===== config.mk =====
export PLATFORM = sky130hd
export DESIGN_NAME = adc_spi_responder
export DESIGN_NICKNAME = d
export VERILOG_FILES = /design/src/rtl/adc_spi_pkg.sv /design/src/rtl/spi_in_sync.sv /design/src/rtl/adc_spi_responder.sv
export SDC_FILE = /design/constraint.sdc
export NUM_CORES = 1
export LEC_CHECK = 0
export CELL_PAD_IN_SITES_DETAIL_PLACEMENT = 1
export CELL_PAD_IN_SITES_GLOBAL_PLACEMENT = 1
export CORE_MARGIN = 2
export CORE_UTILIZATION = 33
export CTS_BUF_LIST = sky130_fd_sc_hd__clkbuf_16
export CTS_CLUSTER_DIAMETER = 50
export DETAILED_ROUTE_END_ITERATION = 8
export PLACE_DENSITY = 0.95
export SLEW_MARGIN = 0
export SYNTH_ARGS = -nofsm -noshare
export SYNTH_HDL_FRONTEND = slang
export SYNTH_SLANG_ARGS = --single-unit

===== constraint.sdc =====
create_clock -name clk -period 3.2 [get_ports clk]
set_input_delay 0.48 -clock clk [delete_from_list [all_inputs] [get_ports clk]]
set_output_delay 0.48 -clock clk [all_outputs]
set_load 0.01 [all_outputs]

===== src/rtl/adc_spi_pkg.sv =====
// rtl/adc_spi_pkg.sv - shared constants and state encoding for the ADC SPI link
//
// Purpose: constants common to the ADC SPI responder and the oscillator's
// ADC SPI initiator, so both sides agree on command length, channel count,
// default sample width and FSM state encoding.
// Ports: none (package).
package adc_spi_pkg;

  localparam int CMD_BITS = 4;   // {sgl, d2, d1, d0} after the start bit
  localparam int NUM_CH   = 8;
  localparam int DEF_DW   = 12;

  typedef enum logic [2:0] {
    ST_IDLE       = 3'd0,
    ST_WAIT_START = 3'd1,
    ST_CMD        = 3'd2,
    ST_NULL       = 3'd3,
    ST_DATA       = 3'd4,
    ST_TRAIL      = 3'd5
  } state_t;

endpackage


===== src/rtl/spi_in_sync.sv =====
// rtl/spi_in_sync.sv - synchronizer and sck edge detector for the SPI inputs
//
// Purpose: brings adc_cs, adc_clk and adc_si into the clk domain through
// STAGES flops each, then derives registered one-clk sck_rise/sck_fall
// pulses from one further delay stage on the clock line.
// Ports:
//   clk, reset        system clock, synchronous active-low reset
//   adc_cs/clk/si     raw SPI pad inputs
//   cs_s, si_s        synchronized chip select and data levels
//   sck_rise/sck_fall one-clk pulses on synchronized SPI clock edges
module spi_in_sync #(
  parameter int   STAGES  = 2,
  parameter logic CS_RST  = 1'b1,
  parameter logic SCK_RST = 1'b0,
  parameter logic SI_RST  = 1'b0
) (
  input  logic clk,
  input  logic reset,
  input  logic adc_cs,
  input  logic adc_clk,
  input  logic adc_si,
  output logic cs_s,
  output logic si_s,
  output logic sck_rise,
  output logic sck_fall
);

  logic [STAGES-1:0] cs_q, cs_d;
  logic [STAGES-1:0] sck_q, sck_d;
  logic [STAGES-1:0] si_q, si_d;
  logic              sck_dly_q, sck_dly_d;
  logic              rise_q, rise_d;
  logic              fall_q, fall_d;

  always_comb begin
    cs_d      = {cs_q[STAGES-2:0], adc_cs};
    sck_d     = {sck_q[STAGES-2:0], adc_clk};
    si_d      = {si_q[STAGES-2:0], adc_si};
    sck_dly_d = sck_q[STAGES-1];
    // Edge pulses are registered so downstream logic sees clean one-clk strobes.
    rise_d    = sck_q[STAGES-1] & ~sck_dly_q;
    fall_d    = ~sck_q[STAGES-1] & sck_dly_q;
  end

  always_ff @(posedge clk) begin
    if (!reset) begin
      cs_q      <= {STAGES{CS_RST}};
      sck_q     <= {STAGES{SCK_RST}};
      si_q      <= {STAGES{SI_RST}};
      sck_dly_q <= SCK_RST;
      rise_q    <= 1'b0;
      fall_q    <= 1'b0;
    end else begin
      cs_q      <= cs_d;
      sck_q     <= sck_d;
      si_q      <= si_d;
      sck_dly_q <= sck_dly_d;
      rise_q    <= rise_d;
      fall_q    <= fall_d;
    end
  end

  assign cs_s     = cs_q[STAGES-1];
  assign si_s     = si_q[STAGES-1];
  assign sck_rise = rise_q;
  assign sck_fall = fall_q;

endmodule


===== src/rtl/adc_spi_responder.sv =====
// rtl/adc_spi_responder.sv - MCP3208-style 8-channel 12-bit SAR ADC SPI responder
//
// Purpose: stands in for the physical ADC. Oversamples the initiator's SPI
// lines, decodes start + {sgl,d2,d1,d0}, then returns a null bit followed by
// the selected channel's DW-bit value MSB first on adc_so (changes on sck fall).
// Optional macro ADC_RESP_LSB_TRAIL_EN: after B0, the following DW-1 falling
// edges return B1..B(DW-1) LSB first, then 0; without it the trail is all 0.
// Ports:
//   clk, reset      system clock, synchronous active-low reset (0 = reset)
//   adc_cs          SPI chip select, active low
//   adc_clk         SPI clock, mode 0
//   adc_si          SPI command data from initiator
//   adc_so          SPI data to initiator
//   ch_data         channel values, channel n at [n*DW +: DW]
//   cmd_valid       one-clk pulse when a command has been decoded
//   cmd_sgl         SGL/DIFF bit of the last command
//   cmd_chan        channel field of the last command
module adc_spi_responder
  import adc_spi_pkg::*;
#(
  parameter int DW          = DEF_DW,
  parameter int SYNC_STAGES = 2
) (
  input  logic                 clk,
  input  logic                 reset,
  input  logic                 adc_cs,
  input  logic                 adc_clk,
  input  logic                 adc_si,
  output logic                 adc_so,
  input  logic [NUM_CH*DW-1:0] ch_data,
  output logic                 cmd_valid,
  output logic                 cmd_sgl,
  output logic [2:0]           cmd_chan
);

  localparam int CNT_W = $clog2(DW);
  localparam logic [1:0] CMD_LAST = 2'(CMD_BITS - 1);

  logic cs_s, si_s, sck_rise, sck_fall;

  spi_in_sync #(
    .STAGES  (SYNC_STAGES),
    .CS_RST  (1'b1),
    .SCK_RST (1'b0),
    .SI_RST  (1'b0)
  ) u_sync (
    .clk      (clk),
    .reset    (reset),
    .adc_cs   (adc_cs),
    .adc_clk  (adc_clk),
    .adc_si   (adc_si),
    .cs_s     (cs_s),
    .si_s     (si_s),
    .sck_rise (sck_rise),
    .sck_fall (sck_fall)
  );

  state_t          state_q, state_d;
  logic [1:0]      bit_cnt_q, bit_cnt_d;
  logic [2:0]      cmd_sr_q, cmd_sr_d;
  logic [DW-1:0]   sample_q, sample_d;
  logic [CNT_W-1:0] cnt_q, cnt_d;
  logic            so_q, so_d;
  logic            valid_q, valid_d;
  logic            sgl_q, sgl_d;
  logic [2:0]      chan_q, chan_d;
  logic [3:0]      cmd_full;
`ifdef ADC_RESP_LSB_TRAIL_EN
  // Index of the next trailing bit; 0 means the LSB-first echo is finished.
  logic [CNT_W-1:0] trail_idx_q, trail_idx_d;
`endif

  always_comb begin
    state_d   = state_q;
    bit_cnt_d = bit_cnt_q;
    cmd_sr_d  = cmd_sr_q;
    sample_d  = sample_q;
    cnt_d     = cnt_q;
    so_d      = so_q;
    valid_d   = 1'b0;
    sgl_d     = sgl_q;
    chan_d    = chan_q;
    cmd_full  = {cmd_sr_q, si_s};
`ifdef ADC_RESP_LSB_TRAIL_EN
    trail_idx_d = trail_idx_q;
`endif

    // Chip select release aborts whatever is in flight.
    if (cs_s) begin
      state_d = ST_IDLE;
      so_d    = 1'b0;
    end else begin
      case (state_q)
        ST_IDLE: state_d = ST_WAIT_START;

        ST_WAIT_START: begin
          if (sck_rise && si_s) begin
            state_d   = ST_CMD;
            bit_cnt_d = 2'd0;
          end
        end

        ST_CMD: begin
          if (sck_rise) begin
            if (bit_cnt_q == CMD_LAST) begin
              // Sample is frozen here; later ch_data changes do not affect this word.
              sample_d = ch_data[cmd_full[2:0]*DW +: DW];
              sgl_d    = cmd_full[3];
              chan_d   = cmd_full[2:0];
              valid_d  = 1'b1;
              state_d  = ST_NULL;
            end else begin
              cmd_sr_d  = {cmd_sr_q[1:0], si_s};
              bit_cnt_d = bit_cnt_q + 2'd1;
            end
          end
        end

        ST_NULL: begin
          if (sck_fall) begin
            so_d    = 1'b0;
            cnt_d   = CNT_W'(DW - 1);
            state_d = ST_DATA;
          end
        end

        ST_DATA: begin
          if (sck_fall) begin
            so_d = sample_q[cnt_q];
            if (cnt_q == '0) begin
              state_d = ST_TRAIL;
`ifdef ADC_RESP_LSB_TRAIL_EN
              trail_idx_d = CNT_W'(1);
`endif
            end else begin
              cnt_d = cnt_q - CNT_W'(1);
            end
          end
        end

        ST_TRAIL: begin
          if (sck_fall) begin
`ifdef ADC_RESP_LSB_TRAIL_EN
            if (trail_idx_q != '0) begin
              so_d        = sample_q[trail_idx_q];
              trail_idx_d = (trail_idx_q == CNT_W'(DW - 1)) ? '0 : trail_idx_q + CNT_W'(1);
            end else begin
              so_d = 1'b0;
            end
`else
            so_d = 1'b0;
`endif
          end
        end

        default: state_d = ST_IDLE;
      endcase
    end
  end

  always_ff @(posedge clk) begin
    if (!reset) begin
      state_q   <= ST_IDLE;
      bit_cnt_q <= '0;
      cmd_sr_q  <= '0;
      sample_q  <= '0;
      cnt_q     <= '0;
      so_q      <= 1'b0;
      valid_q   <= 1'b0;
      sgl_q     <= 1'b0;
      chan_q    <= '0;
`ifdef ADC_RESP_LSB_TRAIL_EN
      trail_idx_q <= '0;
`endif
    end else begin
      state_q   <= state_d;
      bit_cnt_q <= bit_cnt_d;
      cmd_sr_q  <= cmd_sr_d;
      sample_q  <= sample_d;
      cnt_q     <= cnt_d;
      so_q      <= so_d;
      valid_q   <= valid_d;
      sgl_q     <= sgl_d;
      chan_q    <= chan_d;
`ifdef ADC_RESP_LSB_TRAIL_EN
      trail_idx_q <= trail_idx_d;
`endif
    end
  end

  assign adc_so    = so_q;
  assign cmd_valid = valid_q;
  assign cmd_sgl   = sgl_q;
  assign cmd_chan  = chan_q;

endmodule


# == Word-level counts from Yosys, hierarchy flattened ==
# Cells that the tools add are included.
# op_classes
n_mul,1
n_reduce_logical,15
order_cmp,1
shifts,1
eq_ne,15
mux,21
bitwise,10
add_sub_neg,2
# op_table
operator,count
$shiftx A96 B8 Y12,1
$mux W3,6
$pmux W3 S6,1
$mux W4,3
$ne A2 B2 Y1 const B,5
$reduce_and A5 Y1,2
$ne A2 B1 Y1 const B,4
$not A1 Y1,8
$pmux W4 S2,1
$reduce_and A4 Y1,2
$reduce_and A7 Y1,1
$eq A3 B2 Y1 const B,2
$eq A3 B3 Y1 const B,2
$mux W2,3
$reduce_bool A2 Y1,3
$lt A4 B5 Y1 const B,1
$mul A3 B2 Y5 const B,1
$bmux W1 S4,1
$logic_not A4 Y1,1
$mux W1,4
$pmux W2 S2,1
$reduce_or A2 Y1,2
$reduce_or A4 Y1,1
$sub A4 B1 Y4 const B,1
8 further kinds,9
# totals
reg_bits,39
output_inout_bits,6

# == Depth between registers and ports, before layout ==
# Gate-level depths: netlist of run 1.
# depth
ltp_word,4
ltp_mapped,7
mapped_depth_nobuf,6

# == Hierarchy ==
# A second synthesis of run 1 with hierarchy kept.
# hier_totals
cells_unflattened,207
area_unflattened_um2,2424.8
# modules_own_cells
mod,n_inst,seq_area_each_um2,area_each_um2,cells_per_inst
adc_spi_responder,1,600.6,2177.1,189
spi_in_sync,1,180.2,247.7,18

# == Least setup slack after synthesis of run 1 ==
# No wires, ideal clock.
# synth_timing
kind,flip-flop to flip-flop
from,register cnt_q[1]
to,register cnt_q[1]
stages_incl_launch_ff,8
required_ns,3.084
slack_ns,1.425
t_arrival_ns,1.658
setup_ns,0.116
n_path_buf,1
period_less_slack_ns,1.775
path_cell_list,dfxtp_1 clkbuf_1 inv_1 ha_1 or3b_2 a21boi_1 nor3_1 o211a_1
# synth_between
elab_chain_len,4
# synth_rtl
item,line,source
"start, declared",adc_spi_responder.sv:62,"logic [CNT_W-1:0] cnt_q, cnt_d;"
"start signal, assigned",adc_spi_responder.sv:180,cnt_q <= cnt_d;
$sub A4 B1 Y4,adc_spi_responder.sv:136,cnt_d = cnt_q - CNT_W'(1);
$mux W4,adc_spi_responder.sv:130,if (cnt_q == '0) begin
$mux W4,adc_spi_responder.sv:128,if (sck_fall) begin
$pmux W4 S2,adc_spi_responder.sv:93,case (state_q)
# Parallel ways exist; a longest one is shown, timed or not. The select of a mux whose other input is x is not followed.
# A chain may end at the register's enable or synchronous reset.

# == Final worst setup path of run 1 ==
# layout_timing
from,register state_q[1]
to,register sample_q[1]
# layout_between
elab_chain_len,2
# layout_rtl
item,line,source
"start, declared",adc_spi_responder.sv:58,"state_t state_q, state_d;"
"start signal, assigned",adc_spi_responder.sv:176,state_q <= state_d;
$eq A3 B2 Y1,adc_spi_responder.sv:93,
$reduce_and A4 Y1 (no line),n/a,
"end signal, assigned",adc_spi_responder.sv:179,sample_q <= sample_d;
"end, declared",adc_spi_responder.sv:61,"logic [DW-1:0] sample_q, sample_d;"
# Every way passes these cells.

==> impl_metrics.yaml, run 1 <==
sta:
  post-route-period-util: 0.669
  tightest_slew_ns: 1.08
  max_freq_mhz: 467
  hold_slack_ns: 0.408
  setup-tns-final_ns: 0
  setup_viol: 0
  drv_slew: 0
  max-slew-margin-rel: 0.282
  post-route-min-period_ns: 2.14
  finalClockSkew_ns: 0.00436
  rsz0062_at_grt: "no"
  hold_viol_final: 0
floorplan:
  fp.dieW_um: 88.1
  die_area_um2: 7760
  core_area_um2: 6830
  die_h_um: 88.1
  rows: 30
  io_pins: 107
  start_util: 0.342
setup_path:
  startpoint_type: "flop"
  cp_data_required_time_ns: 3.36
  worstPathArrival_ns: 2.30
  cp_slowest_stage_delay_ns: 0.58
  slowest_stage: "dfxtp_1"
  end_kind: "flop"
  worstPathMaxFanout: 16
  crit_type: "reg2reg"
  path_cells: "nor3b_1 -> nand3_1 -> o22ai_1 -> nor2_1"
run:
  max-cap-violations: 0
route:
  drc: 0
  ant_nets: 0
  drt_wl_total_um: 8220
  wl_per_cell_um: 19.5
  vias_per_cell: 5.42
  drtPass1Iterations: 4
  vias: 2280
  drt-initial-drc-count: 75
placement:
  dp_hpwl_um: 6490
  place_area_um2: 3460
  port_buffers: 106
  place.gp.congestion: 0.903
global_route:
  grt_pass1_vias: 2596
  grt_pass1_wl_um: 13100
  grt_usage: 0.225
  antenna_found_initial: 0
  grt_max_degree: 26
  grt.overflow.total: 0
logic_synthesis:
  yosysWarnings: 0
  postSynthCellCount: 228
  synth-edff-count: 0
  ys_ff_latch: 39
  yosysUniqueCellTypes: 44
  async_flop_share: 0
  netlist_area_um2: 2330
  syn_area_per_cell_um2: 10.2
  synth-main-ff-cell: "dfxtp_1"
  synth_fp_nets: 332
  ys_seq_area_frac: 0.334
pwr:
  vdd_drop_max_mv: 0.262
  p_leak_nw: 1.26
  powerDensity_nw_per_um2: 353
clock_tree:
  hold_buffers: 0
  cts.sinks: 39
  clock_latency_ns: 0.28
  clkTransAtPathRegs_ns: 0.06
  ctsResizeCount: 0
  cts_buffers: 5
  cts_setup_buffers: 0
  clock-root-buffer: "clkbuf_16"
  htree_levels: 2
  clock_path_buffers: 2
  cts_tree: "done"
layout:
  area_growth_syn_to_layout_pct: 55.2
  utilization: 0.530
  nFillCells: 744
  final_area_um2: 3620
  layout.nets: 428
  drive_above_1_share: 0.123
  n_antenna_cell: 0
worst_hold_path:
  hp-class: "reg2reg"
status:
  outcome: "complete, no violations"
-- metrics by stage --
step / cells / power (W) / setup slack (ns)
global placement: 413 / 0.000709 / 1.31
finish: 421 / 0.00128 / 1.06
detailed placement: 413 / 0.000717 / 1.13
floorplan: 228 / 0.000577 / 1.43
CTS: 421 / 0.00128 / 1.08
global route: 421 / 0.00132 / 0.886
-- final timing paths --
path / endpoint / slack, ns / start / cells after the start
max reg2reg: sample_q[1] / 1.06 / state_q[1] / 4
min reg2reg: u_sync.cs_q[1] / 0.41 / u_sync.cs_q[0] / 1
max: sample_q[1] / 1.06 / state_q[1] / 4
min: u_sync.cs_q[1] / 0.41 / u_sync.cs_q[0] / 1
-- registers in the layout (all words and copies together), names as in the netlist, 2 cells and up --
register	cells
bit_cnt_q	2
state_q	3
sample_q	12
u_sync.sck_q	2
cnt_q	4
cmd_sr_q	3
cmd_chan	3
u_sync.si_q	2
u_sync.cs_q	2
-- metal layers --
metal	share of wire	wire length [um]	global-route usage
met5	0	0	0
met1	0.39	3220	0.252
met3	0.050	414	0.0462
met2	0.54	4400	0.421
met4	0.022	184	0.0758
-- cells by family (layout without fill, tap and decap cells) --
logic type                 count (synthesis)  after routing  share of synthesized area
AOI/OAI and AO/OA                         49             49                      0.131
DFF                                       39             39                      0.334
buffers and inverters                     24            121                     0.0439
adders and majority gates                  3              3                     0.0161
muxes                                     34             34                      0.285
and+or+nand+nor                           79             79                      0.190
-- synth_stat cells, drive strengths merged (7+ instances only) --
cell	count	area, um^2
dfxtp	39	781
mux4	26	586
nor2	17	63.8
clkbuf	13	50.0
o21ai	13	65.1
nand2	12	45.0
o22ai	12	75.1
buf	8	41.3
mux2i	8	80.1
nor2b	8	50.1
and2	7	43.8
-- power breakdown --
group	internal, W	total [W]	switching, W
registers	0.000492	0.000505	0.0000126
clock network	0.000368	0.000572	0.000204
logic	0.000152	0.000202	0.0000495
-- worst max-delay path, delay by kind of cell (launching register included) --
| kind | cells | cell delay (ns) |
|---|---|---|
| simple gates | 3 | 1.05 |
| compound gates | 1 | 0.39 |
| flops | 1 | 0.58 |
-- area by class of cell --
type                    instances  area (um^2)  area share
multi-input cells             165         1450       0.401
repair buffers                110         1090       0.301
flip-flops and latches         39          782       0.216
clock buffers                   5          125      0.0345
well taps                      96          120      0.0331
clock inverters                 3         42.5      0.0117
inverters                       3         11.3     0.00311
-- layout by cell type, fill, tap and decap left out, drive strengths merged, types with 2 or more instances in the layout --
cell           count
nor3               4
nand3              2
o22ai             12
or3                3
nor2b              8
o21ai             13
dfxtp             39
ha                 3
nand2b             6
clkbuf             5
a21oi              6
a31oi              5
nor3b              4
clkdlybuf4s50    106
and3b              2
nand2             12
buf                4
mux2i              8
mux4              26
or3b               4
and2               7
nand3b             3
a21boi             5
inv                4
nor2              17
nand4              2
No activity file was read; power rests on OpenSTA's default activity.
==> inputs of run 2 (changes only) <==
--- a/config.mk
+++ b/config.mk
@@ -8,11 +8,11 @@
 export CELL_PAD_IN_SITES_DETAIL_PLACEMENT = 1
 export CELL_PAD_IN_SITES_GLOBAL_PLACEMENT = 1
 export CORE_MARGIN = 2
-export CORE_UTILIZATION = 33
+export CORE_UTILIZATION = 28
 export CTS_BUF_LIST = sky130_fd_sc_hd__clkbuf_16
 export CTS_CLUSTER_DIAMETER = 50
 export DETAILED_ROUTE_END_ITERATION = 8
-export PLACE_DENSITY = 0.95
+export PLACE_DENSITY = 0.9
 export SLEW_MARGIN = 0
 export SYNTH_ARGS = -nofsm -noshare
 export SYNTH_HDL_FRONTEND = slang
==> constraint.sdc (replaced) <==
create_clock -name clk -period 1.75 [get_ports clk]
set_input_delay 0.2625 -clock clk [delete_from_list [all_inputs] [get_ports clk]]
set_output_delay 0.2625 -clock clk [all_outputs]
set_load 0.01 [all_outputs]
==> run 2 against run 1 <==
The run now ends with setup timing left. Clock skew is 0.0041 ns higher. Via count is 2.4% higher. Count of clock-buffer cells in the layout unchanged. Utilization shrank 5.5 points. Global-route usage is 4.3 points lower. Non-clock buffer count increased by 16. Critical path depth up 1. Maximum frequency is 17% higher. Register-to-register slack worse by 1.1 ns. Die area increased by 17%. Total power is 98% higher. Critical endpoint is now bit_cnt_q[0].
==> impl_metrics.yaml, run 2 (same netlist as run 1, synthesis figures left out) <==
floorplan:
  io_pins: 107
  start_util: 0.287
  die_h_um: 95.3
  rows: 33
  core_area_um2: 8130
  die_area_um2: 9080
  fp.dieW_um: 95.3
global_route:
  grt_pass1_wl_um: 12700
  grt_pass1_vias: 2605
  grt.overflow.total: 0
  grt_busiest_layer: "met2"
  grt_use_met3: 0.0530
  grt_max_degree: 27
  grt_use_met1: 0.197
  met2_usage: 0.336
  grt_usage: 0.182
  antenna_found_initial: 0
layout:
  mostFrequentLayoutCell: "clkdlybuf4s50_1"
  drive_above_1_share: 0.194
  area_growth_syn_to_layout_pct: 65.7
  n_antenna_cell: 0
  final_cell_mix: "clkdlybuf4s50_1 (106), dfxtp_1 (36), mux4_2 (26)"
  regMostFlops: "sample_q"
  layout.nets: 444
  final_area_um2: 3870
  top_regs: "sample_q (12), cnt_q (4)"
  largest_reg_flops: 12
setup_path:
  cp_slowest_stage_delay_ns: 0.36
  r2r_slack_ns: -0.08
  crit-reg2reg-capture: "bit_cnt_q[0]"
  path_delay_family: "simple AND/OR/NAND/NOR gates"
  worstPathMaxFanout: 3
  cp_data_required_time_ns: 1.96
  worstPathArrival_ns: 2.04
  path_cells: "ha_4 -> or3b_1 -> a211o_1 -> or3_4 -> a21boi_4"
  r2r_cells: 5
  slowest_stage: "dfxtp_4"
  cp_num_buf_inv: 0
  crit_type: "reg2reg"
  r2r_start: "bit_cnt_q[0]"
  end_kind: "flop"
  startpoint_type: "flop"
status:
  violations: "setup timing"
  outcome: "finished with violations"
pwr:
  powerDensity_nw_per_um2: 653
  vdd_drop_max_mv: 0.370
  pwr-share-clk: 0.485
  netSwitchingPower_w: 0.000511
  power_frac_seq: 0.360
  p_sw_frac: 0.202
  p_leak_nw: 1.37
  power_frac_comb: 0.156
  intPower_w: 0.00202
route:
  drtPass1Iterations: 4
  drt_wl_total_um: 8120
  drc: 0
  vias: 2334
  drt-initial-drc-count: 69
  vias_per_cell: 5.23
  ant_nets: 0
  wl_per_cell_um: 18.2
placement:
  place.gp.congestion: 0.794
  port_buffers: 106
  place_area_um2: 3590
  dp_hpwl_um: 5970
clock_tree:
  hold_buffers: 0
  clkTransAtPathRegs_ns: 0.07
  cts.sinks: 39
  clock-root-buffer: "clkbuf_16"
  cts_tree: "done"
  clock_path_buffers: 2
  cts_buffers: 5
  htree_levels: 2
  clock_latency_ns: 0.29
sta:
  setup_viol: 2
  max_freq_mhz: 547
  max-slew-margin-rel: 0.801
  tightest_slew_ns: 0.298
  post-route-period-util: 1.05
  drv_slew: 0
  rsz0062_at_grt: "yes"
  hold_viol_final: 0
  finalClockSkew_ns: 0.00843
  finalWorstSetupSlack_ns: -0.0788
  post-route-min-period_ns: 1.83
  hold_slack_ns: 0.427
worst_hold_path:
  hold_path_depth: 1
  hp-class: "reg2reg"
  min_from: "u_sync.sck_dly_q"
  hold-path-endpoint: "u_sync.sck_rise"
run:
  max-cap-violations: 0
run 2: per-layer routing:
layer | vias up | wire, um
met3 | 18 | 521
met1 | 1132 | 3050
met2 | 97 | 4330
li1 | 1087 | -
met5 | - | 0
met4 | 0 | 221
run 2: how the worst max path moves through the flow:
stage | start | end | cells past startpoint
detailed placement | bit_cnt_q[0] | bit_cnt_q[0] | 5
global placement | bit_cnt_q[0] | bit_cnt_q[0] | 5
finish | bit_cnt_q[0] | bit_cnt_q[0] | 5
floorplan | cnt_q[1] | cnt_q[1] | 7
global route | bit_cnt_q[0] | bit_cnt_q[0] | 5
CTS | state_q[2] | cmd_sr_q[1] | 4
run 2: what timing repair did:
item	4_1_cts	5_1_grt
endpoints found under the setup margin	2	8
endpoints found under the hold margin	0	0
buffers inserted	2	2
pin swaps	2	3
resized for setup	3	10
run 2: through the flow:
| step | setup TNS [ns] | total power, W | cells | worst slack (ns) | util |
|---|---|---|---|---|---|
| floorplan | 0 | 0.00106 | 228 | 0.0101 | - |
| global placement | 0 | 0.00130 | 434 | 0.0797 | 0.441 |
| detailed placement | -0.0115 | 0.00132 | 434 | -0.0115 | 0.441 |
| CTS | 0 | 0.00254 | 444 | 0.00333 | 0.468 |
| global route | -0.153 | 0.00261 | 446 | -0.0949 | 0.476 |
| finish | -0.0906 | 0.00253 | 446 | -0.0788 | 0.476 |
run 2: cell type report:
| cell class | count | area [um^2] |
|---|---|---|
| fill | 860 | 4270 |
| multi-input combinational | 165 | 1510 |
| timing repair buffer | 126 | 1240 |
| sequential | 39 | 787 |
| tap | 105 | 131 |
| clock buffer | 5 | 125 |
| clock inverter | 3 | 71.3 |
| inverter | 3 | 11.3 |
run 2: power groups by stage:
stage                     Combinational [W]  Sequential, W  Clock, W
after floorplan                    0.000133       0.000923         0
after global placement             0.000374       0.000928         0
after detailed placement           0.000388       0.000929         0
after CTS                          0.000394       0.000909   0.00124
after global routing               0.000417       0.000910   0.00129
final                              0.000393       0.000909   0.00123
